===== config.mk =====
export PLATFORM = sky130hd
export DESIGN_NAME = pipe_ctrl
export DESIGN_NICKNAME = d
export VERILOG_FILES = /design/src/rtl/pipe_ctrl.sv
export SDC_FILE = /design/constraint.sdc
export NUM_CORES = 1
export LEC_CHECK = 0
export CORE_MARGIN = 2
export CORE_UTILIZATION = 46
export DETAILED_ROUTE_END_ITERATION = 16
export PLACE_DENSITY = 0.89
export SLEW_MARGIN = 20
export SYNTH_ARGS = -nofsm -noshare
export SYNTH_HDL_FRONTEND = slang
export SYNTH_SLANG_ARGS = --single-unit

===== constraint.sdc =====
create_clock -name clk -period 4 [get_ports clk]
set_input_delay 1.2 -clock clk [delete_from_list [all_inputs] [get_ports clk]]
set_output_delay 1.2 -clock clk [all_outputs]
set_load 0.03 [all_outputs]

===== src/rtl/pipe_ctrl.sv =====
// Pipeline control: per-stage stall vector, exception freeze/flush
// sequencing with redirect target, and stall accounting with a
// continuous-stall timeout pulse.
//
// Exception sequence: RUN --(excepttype_i != 0)--> FREEZE --> FLUSH --> RUN.
// FREEZE holds every stage for one cycle. FLUSH raises flush for exactly
// one cycle while new_pc carries the captured target.
//
// Handshake note: there is no valid/ready exchange here. Stall requests
// are level signals that are honoured in the same cycle. Exceptions are
// sampled only in RUN; a request that is still present when the FSM
// returns to RUN is accepted again as a new exception.
module pipe_ctrl #(
  parameter logic [31:0] EXC_VECTOR     = 32'h00000020,
  parameter int          TIMEOUT_CYCLES = 1024
) (
  input  logic        clk,
  input  logic        rst,
  input  logic        stallreq_from_id,
  input  logic        stallreq_from_ex,
  input  logic        stallreq_from_mem,
  input  logic [31:0] excepttype_i,
  input  logic [31:0] cp0_epc_i,
  output logic [5:0]  stall,
  output logic        flush,
  output logic [31:0] new_pc,
  output logic        stall_timeout_o,
  output logic [31:0] stall_cycles_o
);

  typedef enum logic [1:0] {
    RUN    = 2'd0,
    FREEZE = 2'd1,
    FLUSH  = 2'd2
  } state_t;

  localparam logic [31:0] ERET_CODE   = 32'h0000000e;
  localparam logic [15:0] TIMEOUT_LIM = 16'(TIMEOUT_CYCLES);

  state_t      state;
  logic        exc_take;
  logic [15:0] run_stall_cnt;

  // An exception is only accepted while running normally.
  assign exc_take = (state == RUN) && (excepttype_i != 32'h0);

  // Stall vector: forced low in reset, full hold in FREEZE, released in
  // FLUSH, and in RUN the deepest requesting stage wins unless an
  // exception is being taken this cycle.
  always_comb begin
    stall = 6'b000000;
    if (rst) begin
      stall = 6'b000000;
    end else begin
      case (state)
        FREEZE:  stall = 6'b111111;
        FLUSH:   stall = 6'b000000;
        default: begin
          if (exc_take)               stall = 6'b000000;
          else if (stallreq_from_mem) stall = 6'b011111;
          else if (stallreq_from_ex)  stall = 6'b001111;
          else if (stallreq_from_id)  stall = 6'b000111;
          else                        stall = 6'b000000;
        end
      endcase
    end
  end

  // Exception FSM with registered flush and captured redirect target.
  always_ff @(posedge clk or posedge rst) begin
    if (rst) begin
      state  <= RUN;
      flush  <= 1'b0;
      new_pc <= 32'h0;
    end else begin
      case (state)
        RUN: begin
          flush <= 1'b0;
          if (exc_take) begin
            state  <= FREEZE;
            new_pc <= (excepttype_i == ERET_CODE) ? cp0_epc_i : EXC_VECTOR;
          end
        end
        FREEZE: begin
          state <= FLUSH;
          flush <= 1'b1;
        end
        FLUSH: begin
          state <= RUN;
          flush <= 1'b0;
        end
        default: begin
          state <= RUN;
          flush <= 1'b0;
        end
      endcase
    end
  end

  // Total stalled-cycle count; saturates instead of wrapping.
  always_ff @(posedge clk or posedge rst) begin
    if (rst) begin
      stall_cycles_o <= 32'h0;
    end else if (stall[0] && (stall_cycles_o != 32'hFFFFFFFF)) begin
      stall_cycles_o <= stall_cycles_o + 32'd1;
    end
  end

  // Continuous RUN-stall counter: pulses once on reaching the limit, then
  // holds until the stall breaks or the FSM leaves RUN.
  always_ff @(posedge clk or posedge rst) begin
    if (rst) begin
      run_stall_cnt   <= 16'h0;
      stall_timeout_o <= 1'b0;
    end else if ((state == RUN) && stall[0]) begin
      if (run_stall_cnt != TIMEOUT_LIM) begin
        run_stall_cnt   <= run_stall_cnt + 16'd1;
        stall_timeout_o <= ((run_stall_cnt + 16'd1) == TIMEOUT_LIM);
      end else begin
        stall_timeout_o <= 1'b0;
      end
    end else begin
      run_stall_cnt   <= 16'h0;
      stall_timeout_o <= 1'b0;
    end
  end

endmodule


== Yosys cells after proc, flatten, opt, wreduce, memory -nomap -nowiden ==
Index checks and enable logic that the tools add are counted.

* Bits in registers: 84
* Input bits: 69
* Output and inout port bits: 72
* Word-level logic and storage cells: 36

* $add $sub $neg: 2
* Equal/unequal tests: 8
* Mux-type cells: 14
* Reduce and logical (&&, ||, !) cells: 6

{| class="wikitable"
|+ Operators with widths
! cell !! count
|-
| $add 32x1->32 const B || 1
|-
| $eq 32x4->1 const B || 1
|-
| $mux 16 || 2
|-
| $mux 32 || 1
|-
| $ne 32x32->1 const B || 1
|-
| $reduce_bool 32->1 || 1
|-
| $add 16x1->16 const B || 1
|-
| $eq 16x11->1 const B || 1
|-
| $ne 16x11->1 const B || 1
|-
| $pmux 6 s2 || 1
|-
| $mux 5 || 2
|-
| $mux 6 || 1
|-
| $mux 4 || 1
|-
| $pmux 2 s2 || 1
|-
| $logic_and 1x1->1 || 3
|-
| $mux 1 || 3
|-
| $mux 3 || 1
|-
| $eq 2x1->1 const B || 1
|-
| $eq 2x2->1 const B || 1
|-
| $logic_not 2->1 || 1
|-
| $mux 2 || 1
|-
| $ne 2x1->1 const B || 1
|-
| $ne 2x2->1 const B || 1
|-
| $reduce_and 2->1 || 1
|}

== Depth between registers and ports, before layout ==
* Depth in word-level cells: 8
* Depth in mapped cells: 8
* Mapped depth without buffers: 7

== Worst setup path after synthesis ==
No wires, ideal clock.

* Path kind: input to output
* From: in excepttype_i[16]
* To: out stall[1]
* Arrival time: 3072 ps
* Required time: 2800 ps
* Setup slack: -272 ps
* Stages on the path: 7
* Buffers on the path: 2
* Path through: nor4_1 > nand4_2 > nor4_4 > nor2_2 > buf_6 > nor2_1 > buf_4

* Word-level cells in the longest chain between the ends: 5

{| class="wikitable"
|+ RTL lines
! element !! line !! RTL
|-
| start, declared || 22 || <nowiki>input logic [31:0] excepttype_i,</nowiki>
|-
| $reduce_bool 32->1 || 45 || <nowiki>assign exc_take = (state == RUN) && (excepttype_i != 32'h0);</nowiki>
|-
| $logic_and 1x1->1 || 45 ||
|-
| $mux 5 || 59 || <nowiki>if (exc_take) stall = 6'b000000;</nowiki>
|-
| $pmux 6 s2 || 55 || <nowiki>case (state)</nowiki>
|-
| $mux 6 || 52 || <nowiki>if (rst) begin</nowiki>
|-
| end, declared || 24 || <nowiki>output logic [5:0] stall,</nowiki>
|}

No other way between the ends.

== Worst setup path in the final report ==
* From: in excepttype_i[14]
* To: out stall[1]

Same word-level chain as after synthesis.

==> impl_results.md <==
- Status: complete, no violations
- CTS tree: yes
- WL final: 10590 um
- Fin crit period: 3947 ps
- Worst EP required: 2800 ps
- Area of the multi-input gates: 1952 sq um
- Pre-Repair DR Iteration Count: 4
- Launching point of the worst reg2reg path: state[0]
- Max cap viols: 0
- Vias in the first global route: 3560
- Post-route clock period utilization: 98.67%
- Number of endpoints failing setup at the final stage: 0
- Worst Max-Slew Pin Slew: 803.7 ps
- Static Leak: 2.627 nW
- Final Hold Vio Count: 0
- Clock transition at path regs: 100 ps
- CP Max Fanout: 3
- First-pass GRT wire length: 17470 um
- Total power: 1.834 mW
- Synthesized area: 4113 sq um
- Row count: 34
- IO Port Bufs: 140
- Worst VDD drop: 0.2058 mV
- Unique masters post-synth: 43
- Met3 wire length: 772 um
- # H-tree levels: 3
- Worst path slowest cell: nor4_4
- CP arrival: 2750 ps
- Power Density: 308.0 nW/um^2
- Yosys warnings: 0
- Wire length per cell: 16.27 um
- Grt ovf: 0
- RSZ-0062 raised after global routing: false
- Hold_sp: stall_cycles_o[23]
- Clock skew: 16.67 ps
- Critical Path Start Type: input pin
- CORE AREA: 8678 sq um
- Routed length on met2: 5292 um
- Initial antenna violation count: 1
- Final ANT Viol Nets: 0
- Routed length on met1: 4393 um
- Drt drc: 0
- CTS Hold Buffers Added: 0
- Top layer in use: met4
- HP Class: register to register
- CP Launch Point: excepttype_i[14]
- Relative slew slack: 46.41%
- Max incr delay on CP: 320 ps
- Vias per std cell: 5.481
- Min Hold Slack: 503.5 ps
- Die Y: 98.56 um
- Seq. cell area: 2102 sq um
- CP cell instances: clkdlybuf4s15_2 -> nor4_4 -> nand4_2 -> buf_6 -> nor4_4 -> nor2_2 -> nor2_4 -> buf_6
- HPWL after DPL: 7881 um
- Die Wd: 98.56 um
- Die area: 9713 sq um
- Post-Synthesis Cells: 381
- Overall routing resource usage: 22.09%
- Starting density of the core: 47.39%
- Share of layout cells above drive strength 1: 16.61%
- Fmax: 0.2534 GHz
- #FFs+latches synth: 84
- Crit path capture type: output pin
- Cts bufs inserted: 9
- P&R area growth vs syn: 44.75%
- Final Max Tran Viols: 0
- Nets@finish: 612
- # fillers: 666
- Sequential element share of the synthesized area: 51.11%
- Via count: 3568
- Worst setup margin: 53.10 ps
- I/O pin cnt: 141
- Clk sinks: 84
- Clock buffer depth: 2
- Mapped Nets: 456
- Largest net degree at the start of global routing: 42
- Clk_lat worst skew: 350 ps
- Syn_area_per_cell: 10.79 sq um
- DR iter-0 viols: 150
- GP Congestion: 0.8153
- Root Buffer: clkbuf_8
- Critical path class: input pin to output pin
- Setup WS pre-CTS: -268.3 ps
[where the power goes]
part | leakage [nW] | total [mW] | internal, mW | switching [mW]
logic | 1.42 | 0.326 | 0.154 | 0.173
clock network | 0.0897 | 0.569 | 0.236 | 0.333
registers | 1.12 | 0.938 | 0.885 | 0.0536
total | 2.63 | 1.83 | 1.27 | 0.559
[stage by stage]
stage               cell area (sq um)  TNS, ps  util [%]  cells
finish                           5953        0     68.60    651
global placement                 5699    -1135     65.67    627
global route                     5953        0     68.60    651
floorplan                        4131        0         -    381
detailed placement               5699    -1256     65.67    627
CTS                              5966        0     68.74    649
[area by class of cell]
type	count	area share, %
flip-flops and latches	84	35.31
multi-input cells	270	32.79
repair buffers	164	25.94
well taps	108	2.270
clock buffers	9	2.081
clock inverters	7	1.009
inverters	8	0.5675
diodes	1	0.04203
[worst paths after layout]
check	slack, ps	depth (start not counted)	endpoint
setup / recovery	50	8	stall[1]
hold / removal	500	1	stall_cycles_o[23]
setup reg to reg	950	14	stall_cycles_o[30]
hold reg to reg	500	1	stall_cycles_o[23]
max in group asynchronous	1660	3	new_pc[20]
min in group asynchronous	1510	2	stall_cycles_o[1]
[critical path: cells and delay by family]
kind                   cells  cell delay [ps]
buffers and inverters      3              520
AND/OR/NAND/NOR            5             1020
[logic make-up (layout without fill, tap and decap cells)]
family	Yosys count	in the layout	share of synthesized area (%)
buffers and inverters	27	188	3.042
XOR/XNOR	48	48	10.22
adder cells (fa/ha/maj)	6	6	1.825
other	0	1	0
AO/OA/AOI/OAI	50	50	9.522
flip-flops	84	84	51.11
multiplexers	3	3	0.7606
AND/OR/NAND/NOR	163	163	23.52
[placed cells by master, fill, tap and decap left out, types with 13 or more instances in the layout]
cell type / netlist / layout
clkdlybuf4s50_1: 0 / 99
dlygate4sd2_1: 0 / 13
nor2_1: 30 / 29
a22o_1: 31 / 31
dfrtp_1: 84 / 84
nand2_1: 29 / 29
nand3_1: 16 / 16
nor3_1: 20 / 17
xnor2_1: 14 / 14
xor2_1: 34 / 34
buf_4: 2 / 22
[metal layers]
metal | up-vias | track usage, %
li1 | 1684 | -
met5 | - | 0
met3 | 13 | 5.177
met1 | 1734 | 29.16
met4 | 0 | 7.271
met2 | 137 | 36.21
[registers in the layout, summed over array words and instances, names as in the netlist]
signal and flops:
new_pc 32, stall_cycles_o 32, run_stall_cnt 16, state 2, flush 1, stall_timeout_o 1
[synthesized netlist by cell type, drive strengths merged]
cell type  number  area share [%]
a21boi          1            0.18
a21oi           5            0.61
a22o           31             6.6
a31oi           2            0.30
and2            2            0.30
and3            6            0.91
and4            8             1.7
buf             5             1.0
clkbuf         14             1.3
dfrtp          84              51
ha              6             1.8
inv             8            0.73
mux2            1            0.27
mux2i           2            0.49
nand2          29             2.6
nand2b          2            0.30
nand3          16             1.9
nand3b          1            0.18
nand4          13             2.4
nand4b          1            0.21
nor2           31             2.9
nor2b           3            0.46
nor3           23             3.2
nor4           21             5.1
nor4b           2            0.43
nor4bb          1            0.24
o211ai          1            0.18
o21ai           7            0.94
o31a            1            0.21
o31ai           2            0.49
or2             3            0.46
or3             1            0.15
xnor2          14             3.0
xor2           34             7.2
[what timing repair did]
| action | CTS | global route |
|---|---|---|
| resized for setup | 56 | 24 |
| pin swaps | 16 | 12 |
| setup buffers | 6 | 1 |
| endpoints found under the setup margin | 5 | 5 |
(Power assumes the default switching activity.)
